$ cat src/rtl/hazard_pkg.sv
// Shared types for the RV32I pipeline hazard controller: forward-select
// encoding, controller FSM states and the stage-control bundle.
package hazard_pkg;

    typedef enum logic [1:0] {
        FWD_RF    = 2'b00,
        FWD_EXMEM = 2'b01,
        FWD_MEMWB = 2'b10
    } fwd_sel_e;

    typedef enum logic [1:0] {
        RUN      = 2'b00,
        MEM_WAIT = 2'b01,
        ERR      = 2'b10
    } hz_state_e;

    typedef struct packed {
        logic pc_wren;
        logic ifid_wren;
        logic idex_wren;
        logic exmem_wren;
        logic memwb_wren;
        logic ifid_clear;
        logic idex_clear;
        logic exmem_clear;
    } stage_ctrl_t;

    localparam stage_ctrl_t CTRL_RUN    = 8'b1111_1000;
    localparam stage_ctrl_t CTRL_HALT   = 8'b0000_0000;
    localparam stage_ctrl_t CTRL_FLUSH  = 8'b1111_1111;
    localparam stage_ctrl_t CTRL_BUBBLE = 8'b0011_1010;

endpackage

$ cat src/rtl/hazard_sat_cnt.sv
// Saturating up-counter used for the stall and flush performance counters.
module hazard_sat_cnt #(
    parameter int W = 32
) (
    input  logic         clk,
    input  logic         rst_n,
    input  logic         inc,
    output logic [W-1:0] count
);

    localparam logic [W-1:0] ONE = {{(W-1){1'b0}}, 1'b1};
    localparam logic [W-1:0] MAX = {W{1'b1}};

    // Count events, sticking at all-ones instead of wrapping.
    always_ff @(posedge clk or negedge rst_n) begin
        if (!rst_n) begin
            count <= '0;
        end else if (inc && (count != MAX)) begin
            count <= count + ONE;
        end else begin
            count <= count;
        end
    end

endmodule

$ cat src/rtl/hazard_ctrl.sv
// Pipeline hazard controller for the 5-stage RV32I core: stage enables/clears,
// operand forwarding, memory-wait freeze with watchdog and perf counters.
module hazard_ctrl
    import hazard_pkg::*;
#(
    parameter int unsigned FWD_EN      = 1,
    parameter int unsigned RF_WT       = 1,
    parameter int unsigned REG_AW      = 5,
    parameter int unsigned MEM_TIMEOUT = 64,
    parameter int unsigned CNT_W       = 32
) (
    input  logic              i_clk,
    input  logic              i_rst_n,
    input  logic [REG_AW-1:0] i_ifid_rs1,
    input  logic [REG_AW-1:0] i_ifid_rs2,
    input  logic              i_ifid_rs1_used,
    input  logic              i_ifid_rs2_used,
    input  logic [REG_AW-1:0] i_idex_rs1,
    input  logic [REG_AW-1:0] i_idex_rs2,
    input  logic [REG_AW-1:0] i_idex_rd,
    input  logic              i_idex_rdwren,
    input  logic              i_idex_is_load,
    input  logic [REG_AW-1:0] i_exmem_rd,
    input  logic              i_exmem_rdwren,
    input  logic              i_exmem_is_load,
    input  logic [REG_AW-1:0] i_memwb_rd,
    input  logic              i_memwb_rdwren,
    input  logic              i_exmem_pcsel,
    input  logic              i_exmem_is_br,
    input  logic              i_exmem_is_uncbr,
    input  logic              i_lsu_req,
    input  logic              i_lsu_ack,
    output logic              o_pc_wren,
    output logic              o_ifid_wren,
    output logic              o_idex_wren,
    output logic              o_exmem_wren,
    output logic              o_memwb_wren,
    output logic              o_ifid_clear,
    output logic              o_idex_clear,
    output logic              o_exmem_clear,
    output logic [1:0]        o_fwd_a,
    output logic [1:0]        o_fwd_b,
    output logic              o_mem_err,
    output logic [CNT_W-1:0]  o_stall_cnt,
    output logic [CNT_W-1:0]  o_flush_cnt
);

    localparam int WC_W = $clog2(MEM_TIMEOUT + 1);
    localparam logic [WC_W-1:0] WAIT_ONE  = WC_W'(1);
    localparam logic [WC_W-1:0] WAIT_LAST = WC_W'(MEM_TIMEOUT - 1);

    // x0 is hardwired zero, so it can never be a producer.
    function automatic logic reg_match(input logic [REG_AW-1:0] rs, input logic used,
                                       input logic [REG_AW-1:0] rd, input logic wr);
        return used && wr && (rd != '0) && (rd == rs);
    endfunction

    hz_state_e         state_r, state_nxt_s;
    logic [WC_W-1:0]   wait_cnt_r, wait_cnt_nxt_s;
    logic              mem_err_r;
    logic              freeze_s, redirect_s, raw_s;
    logic              exmem_fwd_ok_s, stall_inc_s, flush_inc_s;
    stage_ctrl_t       ctrl_s;
    fwd_sel_e          fwd_a_s, fwd_b_s;

    assign freeze_s       = i_lsu_req && !i_lsu_ack;
    assign redirect_s     = i_exmem_pcsel && (i_exmem_is_br || i_exmem_is_uncbr);
    assign exmem_fwd_ok_s = i_exmem_rdwren && !i_exmem_is_load;

    // RAW detection: load-use only with bypassing, any in-flight producer without.
    always_comb begin
        raw_s = 1'b0;
        if (FWD_EN != 32'd0) begin
            raw_s = i_idex_is_load &&
                    (reg_match(i_ifid_rs1, i_ifid_rs1_used, i_idex_rd, i_idex_rdwren) ||
                     reg_match(i_ifid_rs2, i_ifid_rs2_used, i_idex_rd, i_idex_rdwren));
        end else begin
            raw_s = reg_match(i_ifid_rs1, i_ifid_rs1_used, i_idex_rd,  i_idex_rdwren)  ||
                    reg_match(i_ifid_rs2, i_ifid_rs2_used, i_idex_rd,  i_idex_rdwren)  ||
                    reg_match(i_ifid_rs1, i_ifid_rs1_used, i_exmem_rd, i_exmem_rdwren) ||
                    reg_match(i_ifid_rs2, i_ifid_rs2_used, i_exmem_rd, i_exmem_rdwren) ||
                    ((RF_WT == 32'd0) &&
                     (reg_match(i_ifid_rs1, i_ifid_rs1_used, i_memwb_rd, i_memwb_rdwren) ||
                      reg_match(i_ifid_rs2, i_ifid_rs2_used, i_memwb_rd, i_memwb_rdwren)));
        end
    end

    // Memory-wait FSM next state and watchdog counter.
    always_comb begin
        state_nxt_s    = state_r;
        wait_cnt_nxt_s = wait_cnt_r;
        case (state_r)
            RUN: begin
                if (freeze_s) begin
                    state_nxt_s    = MEM_WAIT;
                    wait_cnt_nxt_s = WAIT_ONE;
                end else begin
                    state_nxt_s    = RUN;
                end
            end
            MEM_WAIT: begin
                if (!freeze_s) begin
                    state_nxt_s = RUN;
                end else if (wait_cnt_r == WAIT_LAST) begin
                    state_nxt_s = ERR;
                end else begin
                    wait_cnt_nxt_s = wait_cnt_r + WAIT_ONE;
                end
            end
            ERR:     state_nxt_s = ERR;
            default: state_nxt_s = RUN;
        endcase
    end

    // FSM, watchdog and sticky error registers.
    always_ff @(posedge i_clk or negedge i_rst_n) begin
        if (!i_rst_n) begin
            state_r    <= RUN;
            wait_cnt_r <= '0;
            mem_err_r  <= 1'b0;
        end else begin
            state_r    <= state_nxt_s;
            wait_cnt_r <= wait_cnt_nxt_s;
            mem_err_r  <= mem_err_r || (state_nxt_s == ERR);
        end
    end

    // Prioritised stage controls; a held reset shows the run pattern.
    always_comb begin
        ctrl_s = CTRL_RUN;
        if (!i_rst_n) begin
            ctrl_s = CTRL_RUN;
        end else if (state_r == ERR) begin
            ctrl_s = CTRL_HALT;
        end else if (freeze_s) begin
            ctrl_s = CTRL_HALT;
        end else if (redirect_s) begin
            ctrl_s = CTRL_FLUSH;
        end else if (raw_s) begin
            ctrl_s = CTRL_BUBBLE;
        end else begin
            ctrl_s = CTRL_RUN;
        end
    end

    // Operand bypass selects; EX/MEM wins over MEM/WB as the younger producer.
    always_comb begin
        fwd_a_s = FWD_RF;
        fwd_b_s = FWD_RF;
        if (!i_rst_n || (FWD_EN == 32'd0)) begin
            fwd_a_s = FWD_RF;
            fwd_b_s = FWD_RF;
        end else begin
            if (reg_match(i_idex_rs1, 1'b1, i_exmem_rd, exmem_fwd_ok_s)) begin
                fwd_a_s = FWD_EXMEM;
            end else if (reg_match(i_idex_rs1, 1'b1, i_memwb_rd, i_memwb_rdwren)) begin
                fwd_a_s = FWD_MEMWB;
            end else begin
                fwd_a_s = FWD_RF;
            end
            if (reg_match(i_idex_rs2, 1'b1, i_exmem_rd, exmem_fwd_ok_s)) begin
                fwd_b_s = FWD_EXMEM;
            end else if (reg_match(i_idex_rs2, 1'b1, i_memwb_rd, i_memwb_rdwren)) begin
                fwd_b_s = FWD_MEMWB;
            end else begin
                fwd_b_s = FWD_RF;
            end
        end
    end

    assign stall_inc_s = (state_r != ERR) && (freeze_s || raw_s);
    assign flush_inc_s = (state_r != ERR) && redirect_s && !freeze_s;

    hazard_sat_cnt #(.W(CNT_W)) u_stall_cnt (
        .clk   (i_clk),
        .rst_n (i_rst_n),
        .inc   (stall_inc_s),
        .count (o_stall_cnt)
    );

    hazard_sat_cnt #(.W(CNT_W)) u_flush_cnt (
        .clk   (i_clk),
        .rst_n (i_rst_n),
        .inc   (flush_inc_s),
        .count (o_flush_cnt)
    );

    assign o_pc_wren     = ctrl_s.pc_wren;
    assign o_ifid_wren   = ctrl_s.ifid_wren;
    assign o_idex_wren   = ctrl_s.idex_wren;
    assign o_exmem_wren  = ctrl_s.exmem_wren;
    assign o_memwb_wren  = ctrl_s.memwb_wren;
    assign o_ifid_clear  = ctrl_s.ifid_clear;
    assign o_idex_clear  = ctrl_s.idex_clear;
    assign o_exmem_clear = ctrl_s.exmem_clear;
    assign o_fwd_a       = fwd_a_s;
    assign o_fwd_b       = fwd_b_s;
    assign o_mem_err     = mem_err_r;

endmodule
$ cat config.mk
export PLATFORM = sky130hd
export DESIGN_NAME = hazard_ctrl
export DESIGN_NICKNAME = d
export VERILOG_FILES = /design/src/rtl/hazard_pkg.sv /design/src/rtl/hazard_sat_cnt.sv /design/src/rtl/hazard_ctrl.sv
export SDC_FILE = /design/constraint.sdc
export NUM_CORES = 1
export LEC_CHECK = 0
export CAP_MARGIN = 20
export CELL_PAD_IN_SITES_DETAIL_PLACEMENT = 1
export CELL_PAD_IN_SITES_GLOBAL_PLACEMENT = 1
export CORE_ASPECT_RATIO = 1.1
export CORE_MARGIN = 4
export CORE_UTILIZATION = 25
export CTS_BUF_LIST = sky130_fd_sc_hd__clkbuf_8 sky130_fd_sc_hd__clkbuf_16
export DETAILED_ROUTE_END_ITERATION = 10
export GPL_TIMING_DRIVEN = 0
export PLACE_DENSITY = 0.64
export SLEW_MARGIN = 20
export SYNTH_ARGS = -nofsm -noshare
export SYNTH_HDL_FRONTEND = slang
export SYNTH_SLANG_ARGS = --single-unit
$ cat constraint.sdc
create_clock -name i_clk -period 5.4 [get_ports i_clk]
set_input_delay 1.08 -clock i_clk [delete_from_list [all_inputs] [get_ports i_clk]]
set_output_delay 1.08 -clock i_clk [all_outputs]
set_load 0.05 [all_outputs]
# [Word-level counts from Yosys, hierarchy flattened]
# Cells that the tools add are included.
# Widths: inputs -> output; s select.
[op_classes] n_addsub=3 multipliers=0 n_div=0 n_lt_le_gt_ge=0 n_eq_ne=16 shift=0 muxes=19 n_bitwise=0 n_reduce_logical=34
[ops] cell="$add 32x1->32 const B" n=2
[ops] cell="$ne 32x32->1 const B" n=2
[ops] cell="$mux 8" n=5
[ops] cell="$eq 5x5->1" n=6
[ops] cell="$logic_and 1x1->1" n=21
[ops] cell="$mux 7" n=3
[ops] cell="$mux 2" n=8
[ops] cell="$reduce_bool 5->1" n=3
[ops] cell="$pmux 7 s2" n=1
[ops] cell="$ne 2x2->1 const B" n=4
[ops] cell="$add 7x1->7 const B" n=1
[ops] cell="$eq 7x6->1 const B" n=1
[ops] cell="$pmux 2 s3" n=1
[ops] cell="$eq 2x2->1 const B" n=2
[ops] cell="$logic_or 1x1->1" n=4
[ops] cell="$reduce_and 4->1" n=1
[ops] cell="$logic_not 1->1" n=3
[ops] cell="$eq 2x1->1 const B" n=1
[ops] cell="$logic_not 2->1" n=1
[ops] cell="$reduce_bool 2->1" n=1
[ops] cell="$mux 1" n=1
[word_totals] register_bits=74 latch_bits=0 mem_bits_rw=0 romBits=0 output_inout_bits=77 mem_count=0

# [Logic depth before layout (Yosys ltp)]
[logic_depth] ltp_word=10 ltp_mapped=7

# [Modules after synthesis]
# From an unflattened synthesis, not the netlist that was laid out.
[hier_totals] hier_cells=423 area_unflattened_um2=4287.9
[by_module_without_submodules] mod="hazard_sat_cnt" n_inst=2 cells_each=151 area_each_um2=1624.1 seq_area_each_um2=800.8
[by_module_without_submodules] mod="hazard_ctrl" n_inst=1 cells_each=121 area_each_um2=1039.7 seq_area_each_um2=250.2

# [Worst setup path before layout]
# OpenSTA, ideal clock, no wires.
[synth_path] kind="in2out" startpoint="input i_exmem_rd[1]" endpoint="output o_fwd_a[1]" arrival_time_ps=3431 required_ps=4320 setup_slack_ps=889 path_stages=4 path_buffers=0 cell_sequence="or4_1 > o21ai_0 > nor4_1 > nor4_1"
[synth_via] elab_chain_len=5 elab_cells_between_ends=6
[synth_rtl] element="from (decl)" line="hazard_ctrl.sv:23" source="input logic [REG_AW-1:0] i_exmem_rd,"
[synth_rtl] element="$reduce_bool 5->1" line="hazard_ctrl.sv:55" source="return used && wr && (rd != '0) && (rd == rs);"
[synth_rtl] element="$logic_and 1x1->1" line="hazard_ctrl.sv:55"
[synth_rtl] element="$logic_and 1x1->1 *" line="hazard_ctrl.sv:55"
[synth_rtl] element="$mux 2 *" line="hazard_ctrl.sv:154" source="if (reg_match(i_idex_rs1, 1'b1, i_exmem_rd, exmem_fwd_ok_s)) begin"
[synth_rtl] element="$mux 2 *" line="hazard_ctrl.sv:150" source="if (!i_rst_n || (FWD_EN == 32'd0)) begin"
[synth_rtl] element="to (decl)" line="hazard_ctrl.sv:41" source="output logic [1:0] o_fwd_a,"
# Mark *: on every way between the ends. The rest lies on a longest branch, timed or not.

# [Final worst setup path]
[layout_path] startpoint="input i_idex_rd[0]" endpoint="output o_pc_wren"
[layout_via] elab_chain_len=10 elab_cells_between_ends=14
[layout_rtl] element="from (decl)" line="hazard_ctrl.sv:20" source="input logic [REG_AW-1:0] i_idex_rd,"
[layout_rtl] element="$reduce_bool 5->1"
[layout_rtl] element="$logic_and 1x1->1 (2 in series)"
[layout_rtl] element="$logic_or 1x1->1 *"
[layout_rtl] element="$logic_and 1x1->1 *" line="hazard_ctrl.sv:74" source="raw_s = i_idex_is_load &&"
[layout_rtl] element="$mux 8 *" line="hazard_ctrl.sv:139" source="end else if (raw_s) begin"
[layout_rtl] element="$mux 8 *" line="hazard_ctrl.sv:137" source="end else if (redirect_s) begin"
[layout_rtl] element="$mux 8 *" line="hazard_ctrl.sv:135" source="end else if (freeze_s) begin"
[layout_rtl] element="$mux 8 *" line="hazard_ctrl.sv:133" source="end else if (state_r == ERR) begin"
[layout_rtl] element="$mux 8 *" line="hazard_ctrl.sv:131" source="if (!i_rst_n) begin"
[layout_rtl] element="to (decl)" line="hazard_ctrl.sv:33" source="output logic o_pc_wren,"
# Marks and branches as above.

==> out/qor.log <==
INFO  yosys          synthesis.area_per_instance=9.76µm²
INFO  floorplan      design.portCount=126
INFO  yosys          synth_async_sr_flop_share=100%
INFO  floorplan      coreArea=0.0170mm²
INFO  placement      gp_congestion=0.826
INFO  clock_network  h-tree-depth=3
INFO  yosys          synth.net_count=495
INFO  clock_network  clkTransAtPathRegs=60ps
INFO  timing         fmaxAchievable=206MHz
INFO  clock_network  ctsHoldBuffers=0
INFO  cells_and_area synthesis_to_layout_area_growth=43.3%
INFO  route          wirelength=13900µm
INFO  yosys          synth_top_area_share=42.8%
INFO  placement      dpl.hpwl=10600µm
INFO  run            timing.max_cap.violations=0
INFO  cells_and_area nFillCells=1975
INFO  floorplan      initial_util=25.4%
INFO  global_routing maximum_number_of_pins_on_one_net_before_global_route_repair=52
INFO  yosys          synthDistinctLibCells=52
INFO  timing         rsz0062_at_grt=no
INFO  cells_and_area multiInputGateArea=0.00236mm²
INFO  min_path       min_path_type=reg -> reg
INFO  clock_network  worst_skew_pair.late_latency=340ps
INFO  yosys          postSynthRegisterBits=74
INFO  yosys          number_of_enable_type_register_cells_in_the_synthesized_netlist=0
INFO  floorplan      dieWidth=133µm
INFO  yosys          synth-warning-count=0
INFO  worst_setup_path r2r_setup_slack=3010ps
INFO  timing         drv_slew=0
INFO  timing         fin_skew=8.75ps
INFO  route          firstDrtPassIters=4
INFO  global_routing globalRoute.totalOverflow=0
INFO  route          detail_route.wl_per_cell=16.9µm
INFO  timing         timing.hold.ws=469ps
INFO  global_routing groute.usage.overall=14.6%
INFO  route          drc=0
INFO  clock_network  clock_sink_count=74
INFO  floorplan      design.die.area=0.0195mm²
INFO  clock_network  cts-buffers-inserted=9
INFO  clock_network  post_cts_buffers=0
INFO  clock_network  tritoncts=yes
INFO  timing         timing_worst_slew_pin_value=883ps
INFO  route          number_of_drc_markers_after_the_initial_detailed_route_iteration=148
INFO  timing         timing.max_slew.rel_slack=40.5%
INFO  route          detail_route.vias_per_cell=4.89
INFO  worst_setup_path worstPathCellList=clkdlybuf4s50_1 -> or3_1 -> o31ai_1 -> nor3b_1 -> o21ai_0 -> buf_4 -> clkdlybuf4s50_1
INFO  global_routing grt_first_pass_wirelength=23300µm
INFO  timing         setup-violations-final=0
INFO  worst_setup_path path_buf_inv=3
INFO  route          antenna_left=0
INFO  power          fraction_of_power_consumed_by_the_clock_network=35.8%
INFO  timing         period_share=90.1%
INFO  cells_and_area register_area=0.00185mm²
INFO  placement      buffer_ports.inserted=125
INFO  worst_setup_path timing.critical_path.slowest_cell_delay=810ps
INFO  floorplan      fp-row-count=50
INFO  worst_setup_path worstSetupPathType=in -> out
INFO  power          swShare=33.8%
INFO  timing         timing_hold_violations_final=0
INFO  worst_setup_path worst-endpoint-required=4320ps
INFO  power          switchingPower=579µW
INFO  yosys          synth_cells=443
INFO  clock_network  cts_max_path_buffers=2
INFO  worst_setup_path worst_path_most_repeated_cell=clkdlybuf4s50_1
INFO  placement      postPlaceCellArea=0.00589mm²
INFO  yosys          synth_seq_area_share=42.8%
INFO  yosys          synth_area=0.00433mm²
INFO  worst_setup_path path_delay_family=buffers and inverters
INFO  floorplan      floorplan.die.height=146µm
INFO  worst_setup_path cp_slowest_cell=clkdlybuf4s50_1
INFO  worst_setup_path timing.critical_path.arrival=3790ps
INFO  cells_and_area fin_util=36.4%
INFO  global_routing antenna_found_initial=0
INFO  run_status     run_status=finished, final reports clean
INFO  timing         timing.final.ws_setup=534ps
INFO  yosys          synthTopCellsByArea=dfrtp_1 (43%), xnor2_1 (14%), nand4_1 (5.9%), xor2_1 (4.5%), nand3_1 (4.3%)
INFO  placement      post-place-ws=518ps
INFO  worst_setup_path critPathCaptureType=primary output
INFO  route          route.vias.total=4006
INFO  cells_and_area final_nets=632
INFO  cells_and_area design_area=0.00620mm²
INFO  yosys          dominantRegCellSynth=dfrtp_1
INFO  power          power.density=276mW/mm²
INFO  timing         final.min_clock_period=4870ps
INFO  worst_setup_path worst-path-max-fanout=3
INFO  power          power.share.sequential=38.4%
INFO  worst_setup_path category_of_the_worst_setup_path_launch_point=primary input
INFO  power          p_comb_share=25.8%
INFO  power          cell_internal_pwr=1.14mW
INFO  cells_and_area drive_gt1_share=7.35%
INFO  yosys          yosysTopAreaCell=dfrtp_1
INFO  cells_and_area num_antenna_cells=0
INFO  power          max-vdd-ir-drop=0.245mV
INFO  clock_network  cts_repair_resize_count=0
INFO  global_routing grt_pass1_vias=4413
INFO  power          cellLeakagePower=2.37nW
INFO  clock_network  clock-root-buffer=clkbuf_16
==> metrics by stage <==
step                total power [mW]  cells  setup TNS, ps
floorplan                      0.916    443              0
global route                    1.80    819              0
CTS                             1.74    819              0
detailed placement              1.11    803              0
global placement                1.10    802         -18570
finish                          1.71    819              0
==> cell usage in the layout, fill, tap and decap left out, types with 9 or more instances in the layout <==
| master | Yosys | routed |
|---|---|---|
| o21ai_0 | 12 | 12 |
| nand3_1 | 37 | 37 |
| nor3_1 | 12 | 12 |
| nor2_1 | 23 | 23 |
| nand2_1 | 29 | 29 |
| and3_1 | 15 | 15 |
| dfrtp_1 | 74 | 74 |
| clkbuf_16 | 0 | 9 |
| nand4_1 | 41 | 41 |
| xnor2_1 | 69 | 69 |
| clkdlybuf4s50_1 | 0 | 124 |
| xor2_1 | 22 | 22 |
==> per-layer routing <==
layer	vias to the layer above	part of all wire, %	global-route usage, %
met5	-	0	0
met4	0	0.96	3.24
met3	12	4.8	4.50
met2	104	50	25.0
met1	2009	44	18.1
li1	1881	-	-
==> synthesized netlist by cell type, drive strengths merged (3+ instances only) <==
cell type / count
or4: 5
nand2: 29
and4: 8
a21oi: 8
xnor2: 69
inv: 5
mux2: 3
o21ai: 13
nor4: 9
nand4b: 5
or2: 3
or3: 5
nor2: 24
nor4b: 3
nand2b: 4
nand4: 43
xor2: 22
and2: 6
buf: 10
nor3: 13
and3: 16
nand3: 37
ha: 3
clkbuf: 6
nor3b: 3
dfrtp: 74
==> state kept, by name, indices dropped and copies added (netlist names) <==
name / count
o_mem_err: 1
state_r: 2
u_flush_cnt.count: 32
u_stall_cnt.count: 32
wait_cnt_r: 7
==> kinds of logic after synthesis <==
kind of cell | count (synthesis) | share of synthesized area (%)
compound gates | 32 | 4.51
xor+xnor | 91 | 18.4
fa+ha+maj | 3 | 0.868
buf+inv | 21 | 2.55
flops | 74 | 42.8
mux | 3 | 0.781
simple gates | 219 | 30.1
==> power by group through the flow <==
stage	Combinational [mW]	Sequential [mW]	Clock (mW)
floorplan	0.129	0.786	0
global placement	0.435	0.665	0
detailed placement	0.445	0.667	0
CTS	0.447	0.657	0.637
global route	0.471	0.667	0.662
finish	0.442	0.658	0.614
==> cell type report <==
cell class / instances / share of cell area, %
inverter: 5 / 0.303
tap: 234 / 4.72
clock buffer: 10 / 3.85
multi-input combinational: 348 / 38.1
timing repair buffer: 126 / 20.6
buffer: 16 / 1.47
sequential: 74 / 29.9
clock inverter: 6 / 1.07
==> worst paths after layout <==
path | start | to | depth (start not counted)
hold / removal | o_mem_err | o_mem_err | 1
min in group asynchronous | i_rst_n | u_stall_cnt.count[5] | 1
max in group asynchronous | i_rst_n | state_r[0] | 2
setup reg to reg | u_stall_cnt.count[3] | u_stall_cnt.count[16] | 5
setup / recovery | i_idex_rd[0] | o_pc_wren | 7
hold reg to reg | o_mem_err | o_mem_err | 1
Note: power is estimated with default switching activity, not from simulation.
